**src/rtl/mem_arbiter.sv**
```systemverilog
// -----------------------------------------------------------------------------
// mem_arbiter
//
// Shares one multi-cycle unified memory between the instruction-fetch port
// and the data-memory port. One access is in flight at a time. The memory
// interface is held stable for LATENCY cycles. A one-cycle done pulse follows
// each access, and the per-port stall signals freeze IF or MEM while their
// request is outstanding.
//
// Parameters
//   LATENCY  memory cycles per access (>= 1)
//   AW       address width
//   DW       data width
//
// Ports
//   i_clk, i_rst       clock, synchronous active-high reset
//   i_if_req/addr      fetch request (held with address until o_if_done)
//   o_if_rdata         last fetched word (registered)
//   o_if_done          one-cycle fetch completion pulse
//   o_if_stall         i_if_req & ~o_if_done
//   i_d_req/wr/addr/wdata  data request (held until o_d_done)
//   o_d_rdata          last loaded word (registered, loads only)
//   o_d_done           one-cycle data completion pulse
//   o_d_stall          i_d_req & ~o_d_done
//   o_mem_en/wr/addr/wdata  memory command, stable for the whole access
//   i_mem_rdata        memory read data, valid in the last access cycle
//   o_busy             arbiter not idle
// -----------------------------------------------------------------------------
module mem_arbiter #(
    parameter int LATENCY = 4,
    parameter int AW      = 16,
    parameter int DW      = 16
) (
    input  logic          i_clk,
    input  logic          i_rst,
    // instruction fetch port
    input  logic          i_if_req,
    input  logic [AW-1:0] i_if_addr,
    output logic [DW-1:0] o_if_rdata,
    output logic          o_if_done,
    output logic          o_if_stall,
    // data port
    input  logic          i_d_req,
    input  logic          i_d_wr,
    input  logic [AW-1:0] i_d_addr,
    input  logic [DW-1:0] i_d_wdata,
    output logic [DW-1:0] o_d_rdata,
    output logic          o_d_done,
    output logic          o_d_stall,
    // memory side
    output logic          o_mem_en,
    output logic          o_mem_wr,
    output logic [AW-1:0] o_mem_addr,
    output logic [DW-1:0] o_mem_wdata,
    input  logic [DW-1:0] i_mem_rdata,
    // status
    output logic          o_busy
);

    // Counter needs at least one bit even when LATENCY == 1.
    localparam int CW = (LATENCY > 1) ? $clog2(LATENCY) : 1;
    localparam logic [CW-1:0] CNT_LAST = CW'(LATENCY - 1);

    typedef enum logic [1:0] {
        ST_IDLE   = 2'd0,
        ST_ACCESS = 2'd1,
        ST_RESP   = 2'd2
    } state_t;

    state_t        r_state;
    state_t        w_state_nxt;

    logic          r_grant_d;    // 1: data port owns the access, 0: fetch port
    logic [CW-1:0] r_cnt;
    logic [AW-1:0] r_addr;
    logic          r_wr;
    logic [DW-1:0] r_wdata;
    logic [DW-1:0] r_if_rdata;
    logic [DW-1:0] r_d_rdata;
    logic          r_if_done;
    logic          r_d_done;

    logic          w_arb_slot;   // cycle in which a new request may be granted
    logic          w_access;
    logic          w_last;       // final memory cycle of the current access
    logic          w_any_req;

    // -------------------------------------------------------------------------
    // Next-state and decoded controls
    // -------------------------------------------------------------------------
    always_comb begin
        w_state_nxt = r_state;
        w_access    = (r_state == ST_ACCESS);
        w_arb_slot  = (r_state == ST_IDLE) || (r_state == ST_RESP);
        w_last      = (r_cnt == CNT_LAST);
        w_any_req   = i_d_req | i_if_req;

        unique case (r_state)
            // RESP re-arbitrates in the same cycle, so back-to-back accesses
            // only lose the single response cycle.
            ST_IDLE, ST_RESP: w_state_nxt = w_any_req ? ST_ACCESS : ST_IDLE;
            ST_ACCESS:        if (w_last) w_state_nxt = ST_RESP;
            default:          w_state_nxt = ST_IDLE;
        endcase
    end

    always_ff @(posedge i_clk) begin
        if (i_rst) r_state <= ST_IDLE;
        else       r_state <= w_state_nxt;
    end

    // -------------------------------------------------------------------------
    // Grant latch, latency counter, read-data capture, done flags
    // -------------------------------------------------------------------------
    always_ff @(posedge i_clk) begin
        if (i_rst) begin
            r_grant_d  <= 1'b0;
            r_cnt      <= '0;
            r_addr     <= '0;
            r_wr       <= 1'b0;
            r_wdata    <= '0;
            r_if_rdata <= '0;
            r_d_rdata  <= '0;
            r_if_done  <= 1'b0;
            r_d_done   <= 1'b0;
        end else begin
            r_if_done <= 1'b0;
            r_d_done  <= 1'b0;

            if (w_arb_slot) begin
                r_cnt <= '0;
                // Data wins: the load/store belongs to an older instruction
                // than the one being fetched.
                if (i_d_req) begin
                    r_grant_d <= 1'b1;
                    r_addr    <= i_d_addr;
                    r_wr      <= i_d_wr;
                    r_wdata   <= i_d_wdata;
                end else if (i_if_req) begin
                    r_grant_d <= 1'b0;
                    r_addr    <= i_if_addr;
                    r_wr      <= 1'b0;
                end
            end else if (w_access) begin
                r_cnt <= r_cnt + CW'(1);
                if (w_last) begin
                    r_cnt <= '0;
                    // Read data is captured even for a withdrawn request; only
                    // the done pulse is suppressed when the requester has gone.
                    if (r_grant_d) begin
                        if (!r_wr) r_d_rdata <= i_mem_rdata;
                        r_d_done <= i_d_req;
                    end else begin
                        r_if_rdata <= i_mem_rdata;
                        r_if_done  <= i_if_req;
                    end
                end
            end
        end
    end

    // -------------------------------------------------------------------------
    // Outputs
    // -------------------------------------------------------------------------
    assign o_mem_en    = w_access;
    assign o_mem_wr    = w_access & r_wr;
    assign o_mem_addr  = r_addr;
    assign o_mem_wdata = r_wdata;

    assign o_if_rdata  = r_if_rdata;
    assign o_d_rdata   = r_d_rdata;
    assign o_if_done   = r_if_done;
    assign o_d_done    = r_d_done;

    assign o_if_stall  = i_if_req & ~r_if_done;
    assign o_d_stall   = i_d_req  & ~r_d_done;

    assign o_busy      = (r_state != ST_IDLE);

endmodule

```
**config.mk**
```make
export PLATFORM = sky130hd
export DESIGN_NAME = mem_arbiter
export DESIGN_NICKNAME = d
export VERILOG_FILES = /design/src/rtl/mem_arbiter.sv
export SDC_FILE = /design/constraint.sdc
export NUM_CORES = 1
export LEC_CHECK = 0
export CAP_MARGIN = 20
export CORE_ASPECT_RATIO = 0.9
export CORE_MARGIN = 4
export CORE_UTILIZATION = 42
export CTS_BUF_LIST = sky130_fd_sc_hd__clkbuf_8
export DETAILED_ROUTE_END_ITERATION = 16
export GPL_TIMING_DRIVEN = 0
export PLACE_DENSITY = 0.82
export SETUP_SLACK_MARGIN = 0.4
export SYNTH_ARGS = -nofsm -noshare
export SYNTH_HDL_FRONTEND = slang
export SYNTH_SLANG_ARGS = --single-unit
```
**constraint.sdc**
```tcl
create_clock -name i_clk -period 1.67 [get_ports i_clk]
set_input_delay 0.167 -clock i_clk [delete_from_list [all_inputs] [get_ports i_clk]]
set_output_delay 0.167 -clock i_clk [all_outputs]
set_load 0.02 [all_outputs]
```
==> results.md, run 1 <==
* Row count at 28
* Worst-Skew Late Latency at approximately 0.34 ns
* Dpl cells at 549
* Final-report setup violation count at 0
* Fin. Hold Viols at 0
* Critical Path AT at 1.65 ns
* Synthesized area per cell at 9.055 um^2
* Pins over their slew limit at 0
* Clock Sinks at 72
* Ports at 140
* FF-to-FF End: o_d_rdata[2]
* Root Buffer Master: clkbuf_8
* Path category of the worst min-delay check: input port to flop
* Nets at between 500 and 600
* DP HPWL at around 6.4 mm
* Initial DRC Count at slightly above 100
* Final worst setup slack at between 0.2 and 0.3 ns
* WHS at ~0.28 ns
* First-pass GRT wire length at 14.19 mm
* RSZ-0062 raised after global routing: yes
* Inserted Clock Buffers at 9
* Fin crit share at 83.13%
* Drt pass-1 iters at 4
* Post-synth top area share at 49.59%
* Worst Skew at between 0.008 and 0.009 ns
* Reg2reg setup slack at roughly 0.28 ns
* Worst hold path depth at 2
* Count leader, synth: dfxtp_1
* Clk buf depth at 2
* Worst path max stage delay at 0.37 ns
* Area leader, netlist: dfxtp_1
* Crit start category: flop
* Post-DR wirelength/cell at 15.75 um
* Die height at 86.92 um
* Worst Min Path Start: i_rst
* Crit path max fanout at 6
* Synthesized cell area at between 2000 and 3000 um^2
* Crit path cell chain: ha_4 -> nand2_4 -> nor3b_4 -> buf_6 -> buf_12 -> mux2i_1
* Setup Crit Path Kind: flop to flop
* Routed Antenna Nets at 0
* Clock transition at the registers of the reported paths at 0.08 ns
* Top FF cell, synth: dfxtp_1
* Max-slew headroom at 56.80%
* Overflow after GRT at 0
* Vias at 2,869
* Syn Nets at 391
* Largest net degree at the start of global routing at 13
* DRC at 0
* Die area at 8317 um^2
* Slew @ Worst Pin at 0.6479 ns
* H-tree Lvls at 3
* Area grow syn2layout at 71.07%
* Clk pwr share at 40.5%
* Worst IR drop on VDD at 0.0005143 V
* Synth top cells by count: dfxtp_1, nand2_1, a21oi_1
* Reg power frac at 43.4%
* GRT Total Usage at about 22%
* Sequential share of the synthesized area at 49.59%
* Placer Congestion at roughly 0.78
* Switching power share of the total at a little under a quarter
* Leak pwr at 2.180 nW
* Async SR Flop Fraction at 0%
* Worst R2R Start: r_cnt[1]
* Fraction of layout cells with a size suffix above 1 at between 10% and 20%
* PD cells at roughly 850 nW/um^2
* Fin util at 74.70%
* Synthesized flop and latch total at 72
* Placed Area at 4410 um^2
* Core area at 6656 um^2
* Status: completed
* P_sw at 1.009 mW
* CTS tree: yes
* Die X at 95.69 um
* Fin Setup TNS at 0 ns
* Via/cell ratio at 4.904
* Finished Layout Cells at 585
* Final WL at 9.214 mm
* FF-to-FF path depth at 6
* Pre-CTS setup slack at -0.4680 ns
* Synth Instances at 321
* Design Area, Final at 4972 um^2
* Netlist cell types at 28
* EDFF count, synth at 0
* Max-cap violations at 0
* Internal at roughly 3.2 mW
* Logic pwr share at around 16%
* Count of yosys warnings during synthesis at 0
* Port Buffers at 138
* Top cells by area, synth: dfxtp_1, mux2i_1, nand2_1, nand2b_1, a21oi_1
* Fmax at 0.7203 GHz
* CP Data Required Time at 1.93 ns
* N_diodes at 0
* Hold path endpoint: r_state[1]
* Post-route minimum period at 1.388 ns
* Crit. End Element: flop
* Initial core utilization at 43.67%
* Tot Pwr at 4.226 mW
* Initial antenna violation count at 0
* Number of global-route vias before repair at 2,933
* Critical-path top delay cell: dfxtp_2
-- sequential cells by signal (all words and copies together) (netlist names) --
signal,cells
r_grant_d,1
o_mem_wdata,16
r_wr,1
o_d_done,1
o_d_rdata,16
o_mem_addr,16
o_if_done,1
r_cnt,2
o_if_rdata,16
r_state,2
-- worst max-delay path: cells and delay by family (launching register included) --
kind,cells,cell delay [ns]
adder cells (fa/ha/maj),1,0.19
buffers and inverters,2,0.30
flip-flops,1,0.37
multiplexers,1,0.20
AND/OR/NAND/NOR,2,0.26
-- how the worst max path moves through the flow --
| stage | end | start |
|---|---|---|
| finish | o_d_rdata[2] | r_cnt[1] |
| global placement | o_d_stall | i_d_req |
| global route | o_if_rdata[9] | r_state[1] |
| CTS | o_if_rdata[9] | r_state[1] |
| floorplan | o_d_rdata[10] | r_state[1] |
| detailed placement | o_d_stall | i_d_req |
-- logic make-up (layout without fill, tap and decap cells) --
family	after synthesis	count (layout)	share of synthesized area, %
simple gates	133	133	22.21
flops	72	72	49.59
compound gates	54	54	10.85
mux	33	33	11.36
buf+inv	28	202	5.553
fa+ha+maj	1	1	0.4304
-- per-layer routing --
| metal | GRT usage (%) | share of wire (%) | vias up |
|---|---|---|---|
| met5 | 0 | 0 | - |
| met4 | 6.977 | 1.5 | 0 |
| met3 | 7.952 | 10 | 13 |
| met2 | 40.34 | 51 | 123 |
| met1 | 23.83 | 38 | 1331 |
| li1 | - | - | 1402 |
-- power groups by stage --
stage / Clock (mW) / Combinational [mW] / Sequential (mW)
2_1_floorplan: 0 / 0.230 / 1.94
3_3_place_gp: 0 / 0.666 / 1.87
3_5_place_dp: 0 / 0.675 / 1.87
4_1_cts: 1.73 / 0.662 / 1.83
5_1_grt: 1.81 / 0.732 / 1.84
6_report: 1.71 / 0.684 / 1.83
-- layout by cell type, fill, tap and decap left out, types with 2 or more instances in the layout --
cell             instances
buf_8                    2
mux2i_1                 33
a211oi_2                 2
a21oi_1                 28
clkdlybuf4s50_1         66
a21oi_2                  8
nor2_1                  20
nand2_2                  5
buf_12                   3
buf_4                   16
nand2b_1                34
clkbuf_8                11
inv_1                    2
clkbuf_1                 9
dlygate4sd2_1           66
dfxtp_1                 68
nand2_1                 60
dfxtp_2                  3
buf_6                   16
buf_16                   2
buf_2                    3
a211oi_1                14
bufinv_16                3
-- area by class of cell --
| cell class | instances | area, um^2 |
|---|---|---|
| tap | 90 | 112.6 |
| clock inverter | 5 | 102.6 |
| timing repair buffer | 158 | 1525 |
| buffer | 26 | 217.7 |
| inverter | 2 | 7.507 |
| multi-input combinational | 221 | 1406 |
| fill | 502 | 1684 |
| sequential | 72 | 1449 |
| clock buffer | 11 | 151.4 |
-- timing repair --
action	in CTS	in global routing
endpoints found under the setup margin	127	52
resized for setup	123	26
pin swaps	5	8
gates cloned	3	0
setup buffers	15	2
hold buffers	0	0
Power figures use the tool's default switching activity.
==> run 2: changes to the inputs <==
==> constraint.sdc (replaced) <==
create_clock -name i_clk -period 1.4 [get_ports i_clk]
set_input_delay 0.14 -clock i_clk [delete_from_list [all_inputs] [get_ports i_clk]]
set_output_delay 0.14 -clock i_clk [all_outputs]
set_load 0.02 [all_outputs]
==> results.md, run 2 (synthesized netlist as in run 1, its figures left out) <==
* Status: completed
* Worst path max stage delay at slightly above 0.4 ns
* Fmax at around 0.74 GHz
* Reg2reg setup slack at 0.04 ns
* First-pass GRT wire length at approximately 15 mm
* Die X at approximately 96 um
* Worst Min Path Start: i_if_req
* Worst-Skew Late Latency at 0.34 ns
* Met3 wirelength from detailed routing at 677 um
* Met2 wire length at about 5.9 mm
* Crit. End Element: flop
* Family with the most delay on the worst path: flip-flops
* Post-DR wirelength/cell at 18.22 um
* Root Buffer Master: clkbuf_8
* N_diodes at 0
* DRC at 0
* CP Data Required Time at roughly 1.7 ns
* Clock transition at the registers of the reported paths at 0.08 ns
* Worst IR drop on VDD at between 0.0009 and 0.001 V
* WP buf/inv at 2
* Final-report setup violation count at 0
* Placed Area at 4481 um^2
* Placer Congestion at 0.7540
* Setup Crit Path Kind: flop to flop
* DP HPWL at 6.274 mm
* Nets at roughly 580
* Most frequent cells in the layout: buf_4, clkdlybuf4s50_1, dfxtp_2
* CTS tree: yes
* Routed metal-1 wirelength at ~4.2 mm
* Fin crit share at 96.84%
* Slew @ Worst Pin at 0.7570 ns
* Fraction of layout cells with a size suffix above 1 at 58.79%
* Fin util at between 80% and 90%
* Clock Sinks at a little over 70
* Worst R2R Start: r_state[0]
* PD cells at 913.0 nW/um^2
* FF-to-FF End: o_d_rdata[12]
* Worst hold path depth at 3
* FF-to-FF path depth at 5
* Initial DRC Count at 90
* Fin. Hold Viols at 0
* Hold path endpoint: o_if_done
* RSZ-0062 raised after global routing: yes
* Design Area, Final at ~5700 um^2
* Initial antenna violation count at 0
* Post-route minimum period at 1.356 ns
* Commonest non-fill, non-tap cell in the layout: buf_4
* GRT Total Usage at roughly 23%
* Core area at 6656 um^2
* Ports at 140
* Dpl cells at 549
* Area grow syn2layout at 94.71%
* Path category of the worst min-delay check: input port to flop
* Max-cap violations at 0
* Critical Path AT at 1.62 ns
* Number of global-route vias before repair at roughly 3,100
* Worst Skew at 0.01321 ns
* Leak pwr at 2.396 nW
* Overflow after GRT at 0
* Crit start category: flop
* WHS at 0.2561 ns
* Die area at between 8000 and 9000 um^2
* Largest net degree at the start of global routing at 12
* Fin Setup TNS at 0 ns
* Final worst setup slack at 0.04425 ns
* Initial core utilization at about 44%
* Drt pass-1 iters at 4
* Finished Layout Cells at 602
* Via/cell ratio at 5.022
* Pins over their slew limit at 0
* Max-slew headroom at 49.54%
* Crit path cell chain: nor2b_4 -> nor3b_2 -> buf_6 -> buf_12 -> mux2i_1
* Crit path max fanout at 10
* H-tree Lvls at 3
* Clk buf depth at 2
* Critical-path top delay cell: dfxtp_4
* Pre-CTS setup slack at -0.6385 ns
* Vias at between 3,000 and 4,000
* Die height at 86.92 um
* Port Buffers at about 140
* Inserted Clock Buffers at 9
* Routed Antenna Nets at 0
* Row count at 28
* Final WL at roughly 11 mm
* Top Metal Used: met4
* CTS Hold Bufs at 0
* Tot Pwr at 5.167 mW
[run 2: cell count changes in the layout (fill, tap and decap cells not counted), moves of 7 or more]
cell / before / now
buf_4: 16 / 82
dlygate4sd2_1: 66 / 1
dfxtp_1: 68 / 29
dfxtp_2: 3 / 42
nand2_1: 60 / 26
a21oi_1: 28 / 2
a21oi_2: 8 / 34
nand2_4: 1 / 27
nor2_1: 20 / 5
nor2_4: 0 / 13
a211oi_1: 14 / 2
a211oi_2: 2 / 14
nand2_2: 5 / 13
buf_8: 2 / 9
[run 2: worst register-to-register path, stage by stage, from the launching register on]
cell and delay (ns):
dfxtp_4 0.41, nor2b_4 0.19, nor3b_2 0.20, buf_6 0.15, buf_12 0.14, mux2i_1 0.18
[run 2: final cells by class]
| type | count | area [um^2] |
|---|---|---|
| multi-input cells | 221 | 1912 |
| repair buffers | 175 | 1655 |
| flip-flops and latches | 72 | 1498 |
| fillers | 364 | 997.2 |
| plain buffers | 26 | 275.3 |
| clock buffers | 11 | 151.4 |
| well taps | 90 | 112.6 |
| clock inverters | 5 | 47.55 |
| inverters | 2 | 7.507 |
[run 2: worst max path at each step]
stage	startpoint	to	cells past startpoint
finish	r_state[0]	o_d_rdata[12]	5
detailed placement	i_d_req	o_d_stall	5
floorplan	r_state[1]	o_d_rdata[10]	6
CTS	r_cnt[0]	o_d_rdata[12]	6
global placement	i_d_req	o_d_stall	5
global route	r_state[0]	o_d_rdata[0]	5
[run 2: per-layer routing]
layer / vias to the layer above / track usage, %
met5: - / 0
met1: 1464 / 25.49
met2: 96 / 40.66
met3: 20 / 7.087
met4: 0 / 7.623
li1: 1443 / -
[run 2: power by group]
part           internal (mW)  switching, mW
Combinational          0.680          0.577
Clock                  0.903          0.779
Sequential              2.14         0.0836
[run 2: timing repair]
| action | in CTS | in global routing |
|---|---|---|
| buffers inserted | 19 | 11 |
| resized for setup | 401 | 196 |
| cloned | 7 | 0 |
| pin swaps | 37 | 25 |
| endpoints found under the setup margin | 140 | 136 |
==> run 3: changes to the inputs <==
--- a/config.mk
+++ b/config.mk
@@ -7,13 +7,13 @@
 export LEC_CHECK = 0
 export CAP_MARGIN = 20
 export CORE_ASPECT_RATIO = 0.9
-export CORE_MARGIN = 4
 export CORE_UTILIZATION = 42
 export CTS_BUF_LIST = sky130_fd_sc_hd__clkbuf_8
 export DETAILED_ROUTE_END_ITERATION = 16
 export GPL_TIMING_DRIVEN = 0
 export PLACE_DENSITY = 0.82
 export SETUP_SLACK_MARGIN = 0.4
+export SLEW_MARGIN = 20
 export SYNTH_ARGS = -nofsm -noshare
 export SYNTH_HDL_FRONTEND = slang
 export SYNTH_SLANG_ARGS = --single-unit
==> results.md, run 3 (synthesized netlist as in run 1, its figures left out) <==
* Crit path max fanout at 4
* Reg power frac at 42.8%
* Area of the multi-input gates at 1790 um^2
* Clock transition at the registers of the reported paths at ~0.07 ns
* Ports at 140
* Setup Crit Path Kind: flop to flop
* Number of global-route vias before repair at 2,855
* Worst IR drop on VDD at 0.0008230 V
* Fmax at 0.6800 GHz
* Slew @ Worst Pin at 0.7162 ns
* Family with the most delay on the worst path: flip-flops
* N_diodes at 0
* Fin. Hold Viols at 0
* Port Buffers at between 100 and 150
* CTS tree: yes
* Max-cap violations at 0
* Status: complete, but fails checks
* Worst path max stage delay at between 0.3 and 0.4 ns
* Initial core utilization at 43.90%
* Final worst setup slack at -0.07061 ns
* PD cells at 917.8 nW/um^2
* Worst-Skew Late Latency at around 0.35 ns
* RSZ-0062 raised after global routing: yes
* Vias at 3,152
* Crit path cell chain: ha_4 -> nand2_4 -> nor3b_4 -> buf_6 -> buf_4 -> mux2i_1
* Placer Congestion at 0.7560
* Internal at 3.774 mW
* FILL cells at ~330
* Clk buf depth at 2
* Path category of the worst min-delay check: input port to flop
* Clk pwr share at roughly 32%
* Post-route minimum period at around 1.5 ns
* Violations in the final reports: setup timing
* Die height at ~81 um
* WP buf/inv at 2
* Critical-path top delay cell: dfxtp_2
* Drt pass-1 iters at 4
* Via/cell ratio at 5.142
* Critical Path AT at ~1.7 ns
* Worst Skew at between 0.01 and 0.015 ns
* Commonest non-fill, non-tap cell in the layout: buf_4
* Switching power share of the total at 27.74%
* Row count at 28
* Most frequent cells in the layout: buf_4, clkdlybuf4s50_1, dfxtp_2
* Pins over their slew limit at 0
* Fin crit share at 105.0%
* Area grow syn2layout at 95.78%
* Overflow after GRT at 0
* P_sw at approximately 1.4 mW
* Leak pwr at 2.388 nW
* CTS Hold Bufs at 0
* Core area at 6621 um^2
* CP Data Required Time at 1.64 ns
* WHS at 0.2610 ns
* DP HPWL at 5.812 mm
* Clock Sinks at 72
* GRT Total Usage at between 20% and 30%
* Nets at 588
* H-tree Lvls at 3
* Finished Layout Cells at 613
* Logic pwr share at 25.0%
* Root Buffer Master: clkbuf_8
* Final-report setup violation count at 4
* Max-slew headroom at 52.25%
* Routed Antenna Nets at 0
* Dpl cells at between 500 and 600
* Initial antenna violation count at 0
* DRC at 0
* Inserted Clock Buffers at 9
* Crit. End Element: flop
* Initial DRC Count at 107
* Largest net degree at the start of global routing at 12
* Post-DR wirelength/cell at 18.88 um
* Die X at 89.69 um
* Final WL at about 12 mm
* FF+latch area at 1518 um^2
* Crit start category: flop
* Fraction of layout cells with a size suffix above 1 at 56.60%
* First-pass GRT wire length at 13.55 mm
* Die area at ~7300 um^2
-- run 3: cell types whose count changed in the layout (fill, tap and decap cells not counted), moves of 10 or more --
cell     change
a21oi_2     -13
nand2_4     -11
buf_6       +18
a21oi_1     +13
dfxtp_1     -10
nand2_1     +17
-- run 3: tightest hold or removal path, cell delays in order --
cell and delay [ns]:
dlygate4sd2_1 0.27, inv_2 0.11, nor3_4 0.05
-- run 3: stage by stage --
| stage | area (um^2) | setup TNS [ns] | utilization (%) | total power, mW | setup slack [ns] |
|---|---|---|---|---|---|
| 2_1_floorplan | 2987 | 0 | - | 2.618 | 0.06608 |
| 3_5_place_dp | 4481 | -4.511 | 67.67 | 3.057 | -0.6352 |
| 5_1_grt | 5690 | -0.8831 | 85.94 | 5.393 | -0.09942 |
| 3_3_place_gp | 4481 | -3.955 | 67.67 | 3.041 | -0.6202 |
| 4_1_cts | 4742 | 0 | 71.62 | 4.736 | 0.05765 |
| 6_report | 5690 | -0.1396 | 85.94 | 5.222 | -0.07061 |
-- run 3: final cells by class --
type | instances | share of cell area [%]
Sequential cell | 72 | 26.67
Inverter | 2 | 0.1319
Tap cell | 90 | 1.979
Buffer | 26 | 4.661
Timing Repair Buffer | 186 | 31.60
Clock buffer | 11 | 2.661
Multi-Input combinational cell | 221 | 31.46
Clock inverter | 5 | 0.8355
-- run 3: metal layers --
| layer | global-route usage (%) | share of wire, % |
|---|---|---|
| met1 | 27.12 | 37 |
| met2 | 45.45 | 54 |
| met3 | 7.520 | 5.6 |
| met4 | 7.937 | 2.9 |
| met5 | 0 | 0 |
-- run 3: final timing paths --
check        slack (ns)            from             end  cells after the start
max               -0.07        r_cnt[1]   o_d_rdata[15]                      6
min                0.26        i_if_req       o_if_done                      3
max reg2reg       -0.07        r_cnt[1]   o_d_rdata[15]                      6
min reg2reg        0.46  o_if_rdata[15]  o_if_rdata[15]                      2
-- run 3: timing repair --
| action | 4_1_cts | 5_1_grt |
|---|---|---|
| buffers inserted | 13 | 27 |
| resized for setup | 351 | 234 |
| cloned | 5 | 3 |
| pin swaps | 6 | 44 |
| hold endpoints to repair | 0 | 0 |
| endpoints found under the setup margin | 140 | 139 |
-- run 3: power by group through the flow --
stage / registers (mW) / logic, mW / clock network, mW
after floorplan: 2.32 / 0.300 / 0
after global placement: 2.23 / 0.815 / 0
after detailed placement: 2.23 / 0.826 / 0
after CTS: 2.18 / 0.885 / 1.67
after global routing: 2.24 / 1.37 / 1.79
final: 2.23 / 1.31 / 1.68
